==> config.mk <==
export PLATFORM = sky130hd
export DESIGN_NAME = noc_flit_drain
export DESIGN_NICKNAME = d
export VERILOG_FILES = /design/src/rtl/noc_flit_drain.sv
export SDC_FILE = /design/constraint.sdc
export NUM_CORES = 1
export LEC_CHECK = 0
export ABC_AREA = 1
export BUFFER_PORTS_ARGS = -buffer_cell sky130_fd_sc_hd__buf_2
export CAP_MARGIN = 10
export CORE_UTILIZATION = 59
export DETAILED_ROUTE_END_ITERATION = 7
export PLACE_DENSITY = 0.85
export SETUP_SLACK_MARGIN = 0.3
export SYNTH_ARGS = -nofsm -noshare
export SYNTH_HDL_FRONTEND = slang
export SYNTH_SLANG_ARGS = --single-unit
==> constraint.sdc <==
create_clock -name clk -period 5.6 [get_ports clk]
set_input_delay 1.12 -clock clk [delete_from_list [all_inputs] [get_ports clk]]
set_output_delay 1.12 -clock clk [all_outputs]
set_load 0.02 [all_outputs]
==> src/rtl/noc_flit_drain.sv <==
// Drains flits from a registered-output FIFO into a valid/ready stream with header/body framing.
// Optional macro FLIT_PARITY_EN adds an m_parity output carried alongside each buffered flit.
module noc_flit_drain #(
    parameter int DWIDTH = 16,
    parameter int LEN_W  = 4
) (
    input  logic              clk,
    input  logic              rst,
    input  logic              fifo_empty,
    output logic              fifo_rd_en,
    input  logic [DWIDTH-1:0] fifo_dout,
    output logic              m_valid,
    input  logic              m_ready,
    output logic [DWIDTH-1:0] m_data,
    output logic              m_first,
    output logic              m_last,
`ifdef FLIT_PARITY_EN
    output logic              m_parity,
`endif
    output logic [15:0]       pkt_count
);

`ifdef FLIT_PARITY_EN
    localparam int PW = 1;
`else
    localparam int PW = 0;
`endif
    localparam int EW = DWIDTH + PW;

    typedef enum logic {HEAD, BODY} state_t;

    state_t            state_q, state_d;
    logic [1:0]        occ_q, occ_d;
    logic              inflight_q, inflight_d;
    logic [EW-1:0]     buf0_q, buf0_d, buf1_q, buf1_d;
    logic [LEN_W-1:0]  rem_q, rem_d;
    logic [15:0]       cnt_q, cnt_d;
    logic [EW-1:0]     in_word;
    logic [LEN_W-1:0]  hdr_len;
    logic [2:0]        pending;
    logic              xfer;

`ifdef FLIT_PARITY_EN
    assign in_word  = {^fifo_dout, fifo_dout};
    assign m_parity = buf0_q[DWIDTH];
`else
    assign in_word  = fifo_dout;
`endif

    assign m_valid   = (occ_q != 2'd0);
    assign m_data    = buf0_q[DWIDTH-1:0];
    assign pkt_count = cnt_q;
    assign hdr_len   = buf0_q[LEN_W-1:0];
    assign xfer      = m_valid && m_ready;

    // Slots still claimed after this cycle's transfer; a new pop may only take the last free one.
    assign pending    = 3'(occ_q) + 3'(inflight_q) - 3'(xfer);
    assign fifo_rd_en = !fifo_empty && !rst && (pending <= 3'd1);

    always_comb begin
        occ_d      = occ_q;
        inflight_d = fifo_rd_en;
        buf0_d     = buf0_q;
        buf1_d     = buf1_q;
        unique case ({xfer, inflight_q})
            2'b01: begin
                if (occ_q == 2'd0) buf0_d = in_word;
                else               buf1_d = in_word;
                occ_d = occ_q + 2'd1;
            end
            2'b10: begin
                buf0_d = buf1_q;
                occ_d  = occ_q - 2'd1;
            end
            2'b11: begin
                if (occ_q == 2'd1) begin
                    buf0_d = in_word;
                end else begin
                    buf0_d = buf1_q;
                    buf1_d = in_word;
                end
            end
            default: ;
        endcase
    end

    always_comb begin
        state_d = state_q;
        rem_d   = rem_q;
        cnt_d   = cnt_q;
        m_first = 1'b0;
        m_last  = 1'b0;
        if (m_valid) begin
            if (state_q == HEAD) begin
                m_first = 1'b1;
                m_last  = (hdr_len == '0);
            end else begin
                m_last  = (rem_q == LEN_W'(1));
            end
        end
        if (xfer) begin
            if (state_q == HEAD) begin
                rem_d = hdr_len;
                if (hdr_len != '0) state_d = BODY;
            end else begin
                rem_d = rem_q - LEN_W'(1);
                if (rem_q == LEN_W'(1)) state_d = HEAD;
            end
            if (m_last) cnt_d = cnt_q + 16'd1;
        end
    end

    always_ff @(posedge clk) begin
        if (rst) begin
            state_q    <= HEAD;
            occ_q      <= '0;
            inflight_q <= 1'b0;
            buf0_q     <= '0;
            buf1_q     <= '0;
            rem_q      <= '0;
            cnt_q      <= '0;
        end else begin
            state_q    <= state_d;
            occ_q      <= occ_d;
            inflight_q <= inflight_d;
            buf0_q     <= buf0_d;
            buf1_q     <= buf1_d;
            rem_q      <= rem_d;
            cnt_q      <= cnt_d;
        end
    end

endmodule
# Yosys cells after proc, flatten, opt, wreduce, memory -nomap -nowiden
# Index checks and enable logic that the tools add are counted.
# W data, S select, Z words.
[classes] addsub=6 magnitude_cmp=1 eq_ne=8 mux=15 reduce_logical=15
[op_table] operator="$mux W16" count=4
[op_table] operator="$pmux W16 S3" count=1
[op_table] operator="$pmux W16 S2" count=1
[op_table] operator="$add A16 B1 Y16 const B" count=1
[op_table] operator="$mux W1" count=7
[op_table] operator="$ne A2 B2 Y1 const B" count=3
[op_table] operator="$reduce_bool A2 Y1" count=3
[op_table] operator="$eq A2 B1 Y1 const B" count=2
[op_table] operator="$eq A2 B2 Y1 const B" count=2
[op_table] operator="$eq A4 B1 Y1 const B" count=1
[op_table] operator="$logic_not A4 Y1" count=1
[op_table] operator="$mux W4" count=1
[op_table] operator="$pmux W2 S2" count=1
[op_table] operator="$reduce_and A2 Y1" count=2
[op_table] operator="$reduce_bool A4 Y1" count=1
[op_table] operator="$sub A4 B1 Y4 const B" count=1
[op_table] operator="$add A2 B1 Y3" count=1
[op_table] operator="$le A3 B1 Y1 const B" count=1
[op_table] operator="$logic_and A1 B1 Y1" count=3
[op_table] operator="$reduce_and A3 Y1" count=1
[op_table] operator="$reduce_bool A3 Y1" count=1
[op_table] operator="$sub A3 B1 Y3" count=1
[op_table] operator="$add A2 B1 Y2 const B" count=1
[op_table] operator="$logic_not A1 Y1" count=2
[op_table] operator="other kinds (2)" count=2
[totals] ff_bits=56 input_bits=20 out_inout_bits=36 elab_cells=52

# Depth between registers and ports, before layout
[depth] depth_word=5 mapped_depth=13 ltp_nobuf=12

# Worst setup path after synthesis
# OpenSTA, ideal clock, no wires.
[synth_timing] path_kind="input to output" start="in m_ready" end="out fifo_rd_en" arrival_time_ps=3150 slack_ps=1330 stages=10 path_buffers=1 cell_sequence="nand2_2 > buf_6 > inv_2 > ha_1 > inv_1 > ha_1 > inv_1 > fa_1 > inv_1 > nor4_1"
[synth_via] elab_chain_len=4
[synth_rtl] item="from (decl)" line="13" text="input logic m_ready,"
[synth_rtl] item="$logic_and A1 B1 Y1" line="54" text="assign xfer = m_valid && m_ready;"
[synth_rtl] item="via xfer" line="41" text="logic xfer;"
[synth_rtl] item="$sub A3 B1 Y3" line="57" text="assign pending = 3'(occ_q) + 3'(inflight_q) - 3'(xfer);"
[synth_rtl] item="$le A3 B1 Y1" line="58" text="assign fifo_rd_en = !fifo_empty && !rst && (pending <= 3'd1);"
[synth_rtl] item="$logic_and A1 B1 Y1" line="58"
[synth_rtl] item="to (decl)" line="10" text="output logic fifo_rd_en,"
# The timed path passes the listed nets, and every way through them passes these cells.

# Worst setup path in the final report
# Ends and elaborated chain as after synthesis.

==> flow_summary.json <==
{
  "cp_common_cell": "inv_1",
  "cp.required_ns": 4.48,
  "hold_viol_final": 0,
  "gp_congestion": 0.848,
  "max_stage_delay_ns": 0.50,
  "grt_overflow": 0,
  "grt_max_degree": 43,
  "crit_arrival_ns": 3.14,
  "area_delta_synth_final_pct": 11.5,
  "tritoncts": "done",
  "path_buf_inv": 6,
  "peakVddDrop_v": 0.000460,
  "hold_buffers": 0,
  "synth_cell_types": 33,
  "final_common_cell": "inv_1",
  "grt_pass1_wl_um": 10100,
  "grt_pass1_vias": 2392,
  "rsz0062_at_grt": "no",
  "drt_iter0_markers": 172,
  "setup_violations": 0,
  "final_cell_mix": "inv_1, dfxtp_1, buf_2",
  "final_antenna_net_count": 0,
  "die_h_um": 71.7,
  "io-pin-count": 56,
  "startpoint_type": "primary input",
  "fin_setup_tns_ns": 0,
  "slew_violations": 0,
  "post_cts_buffers": 0,
  "fin_crit_ns": 4.26,
  "wire_per_inst_um": 12.5,
  "p_leak_nw": 1.53,
  "hold_slack_ns": 0.464,
  "numCtsBuffers": 5,
  "vias": 2641,
  "finalWirelength_um": 6150,
  "finalWorstSetupSlack_ns": 1.34,
  "postSynthCellCount": 393,
  "drc": 0,
  "hpwl_um": 4260,
  "yosysSeqAreaShare_pct": 39.2,
  "root_buffer": "clkbuf_8",
  "clk_latency_ns": 0.32,
  "relSlewSlack_pct": 27.5,
  "dieArea_mm2": 0.00513,
  "netlist_area_mm2": 0.00286,
  "port_buffers": 55,
  "firstDrtPassIters": 4,
  "place_ws_ns": 1.35,
  "cp-end-kind": "output port",
  "synth_warnings": 0,
  "cap_violations": 0,
  "cts_resized": 0,
  "crit_type": "primary input to output port",
  "p_per_area_mw_per_mm2": 475,
  "routed_via_density": 5.38,
  "clock_skew_ns": 0.0125,
  "synth_nets": 423,
  "dp.cells": 483,
  "start_util_pct": 63.6,
  "ys_ff_latch": 56,
  "hp-class": "flop to flop",
  "status": "finished clean",
  "path_delay_family": "adder cells",
  "critical_path.slowest_cell": "fa_1",
  "rows": 24,
  "clock_path_buffers": 2,
  "grt_usage_pct": 24.9,
  "synth.avg_cell_area_um2": 7.28,
  "layout-drive-gt1-share_pct": 18.7,
  "diodes": 0,
  "crit_chain": "buf_2, nand2_2, inv_2, ha_1, inv_1, ha_1, inv_1, fa_1, inv_1, nor4_1, buf_2",
  "dieWidth_um": 71.7,
  "nets": 468,
  "core_area_mm2": 0.00450,
  "max_freq_mhz": 235,
  "worst-path-max-fanout": 11,
  "cts_max_level": 2,
  "tightest_slew_ns": 1.09,
  "fin_cells": 491,
  "antenna_found_initial": 0,
  "cts_sinks": 56,
  "period_share_pct": 76.0,
  "path_clk_slew_ns": 0.10
}
-- through the flow --
step	power, mW	util, %	instance area (um^2)
after global routing	1.63	70.8	3190
after global placement	1.27	68.8	3100
after detailed placement	1.30	68.8	3100
after floorplan	1.14	-	2860
final	1.52	70.8	3190
after CTS	1.52	70.8	3190
-- synthesized netlist by cell type (all sizes together) --
master  count  area share (%)
a21boi      1            0.26
a21oi      34             6.9
a221oi      1            0.31
nand3      14             2.6
fa          1            0.70
ha          9             3.9
a211oi      2            0.52
nand2      56             7.9
inv        78              10
clkinv      1            0.13
dfxtp      56              39
xor2        4             1.2
o21bai     16             4.2
o211ai      1            0.26
nor4        2            0.44
o22ai      16             3.5
clkbuf      7            0.96
o21ai      45             8.1
nor3        2            0.35
nor2       32             4.6
buf        10             2.6
nand4       5             1.1
-- state kept, by name, summed over array words and instances, names as in the netlist --
signal and flops:
m_data 16, occ_q 2, pkt_count 16, buf1_q 16, state_q 1, inflight_q 1
rem_q 4
-- worst register-to-register path: stages (launching register included) --
cell and delay [ns]:
dfxtp_1 0.40, inv_1 0.09, ha_1 0.24, inv_2 0.10, nand2_2 0.16, inv_2 0.17
ha_1 0.28, inv_1 0.08, o21ai_2 0.57, o22ai_1 0.17, o21bai_1 0.17, inv_1 0.05
-- kinds of logic (layout without fill, tap and decap cells) --
| family | count (synthesis) | after routing | share of synthesized area, % |
|---|---|---|---|
| adder cells (fa/ha/maj) | 10 | 10 | 4.63 |
| buffers and inverters | 96 | 142 | 13.9 |
| XOR/XNOR | 4 | 4 | 1.22 |
| AND/OR/NAND/NOR | 111 | 111 | 17.0 |
| flip-flops | 56 | 56 | 39.2 |
| AO/OA/AOI/OAI | 116 | 116 | 24.0 |
-- path summary, 6_finish.rpt --
kind                                start         end  slack (ns)  cells past startpoint
worst max-delay path              m_ready  fifo_rd_en        1.34                     11
worst min-delay path            buf1_q[9]   buf1_q[9]        0.46                      2
worst max register to register   occ_q[1]   m_data[3]        3.04                     11
worst min register to register  buf1_q[9]   buf1_q[9]        0.46                      2
-- power by group --
group | switching (mW) | total (mW) | internal (mW)
clock | 0.138 | 0.227 | 0.0891
combinational | 0.460 | 0.687 | 0.227
sequential | 0.0760 | 0.601 | 0.525
total | 0.675 | 1.52 | 0.841
-- routing by layer --
layer / global-route usage, % / part of all wire [%]
met1: 28.7 / 44
met4: 9.80 / 1.7
met3: 5.06 / 5.2
met2: 45.1 / 49
met5: 0 / 0
-- final cells by class --
cell class	instances	area [um^2]
Clock buffer	5	68.8
Clock inverter	3	21.3
Fill cell	367	1310
Inverter	79	297
Multi-Input combinational cell	241	1340
Sequential cell	56	1120
Tap cell	52	65.1
Timing Repair Buffer	55	275
Power figures use the tool's default switching activity.
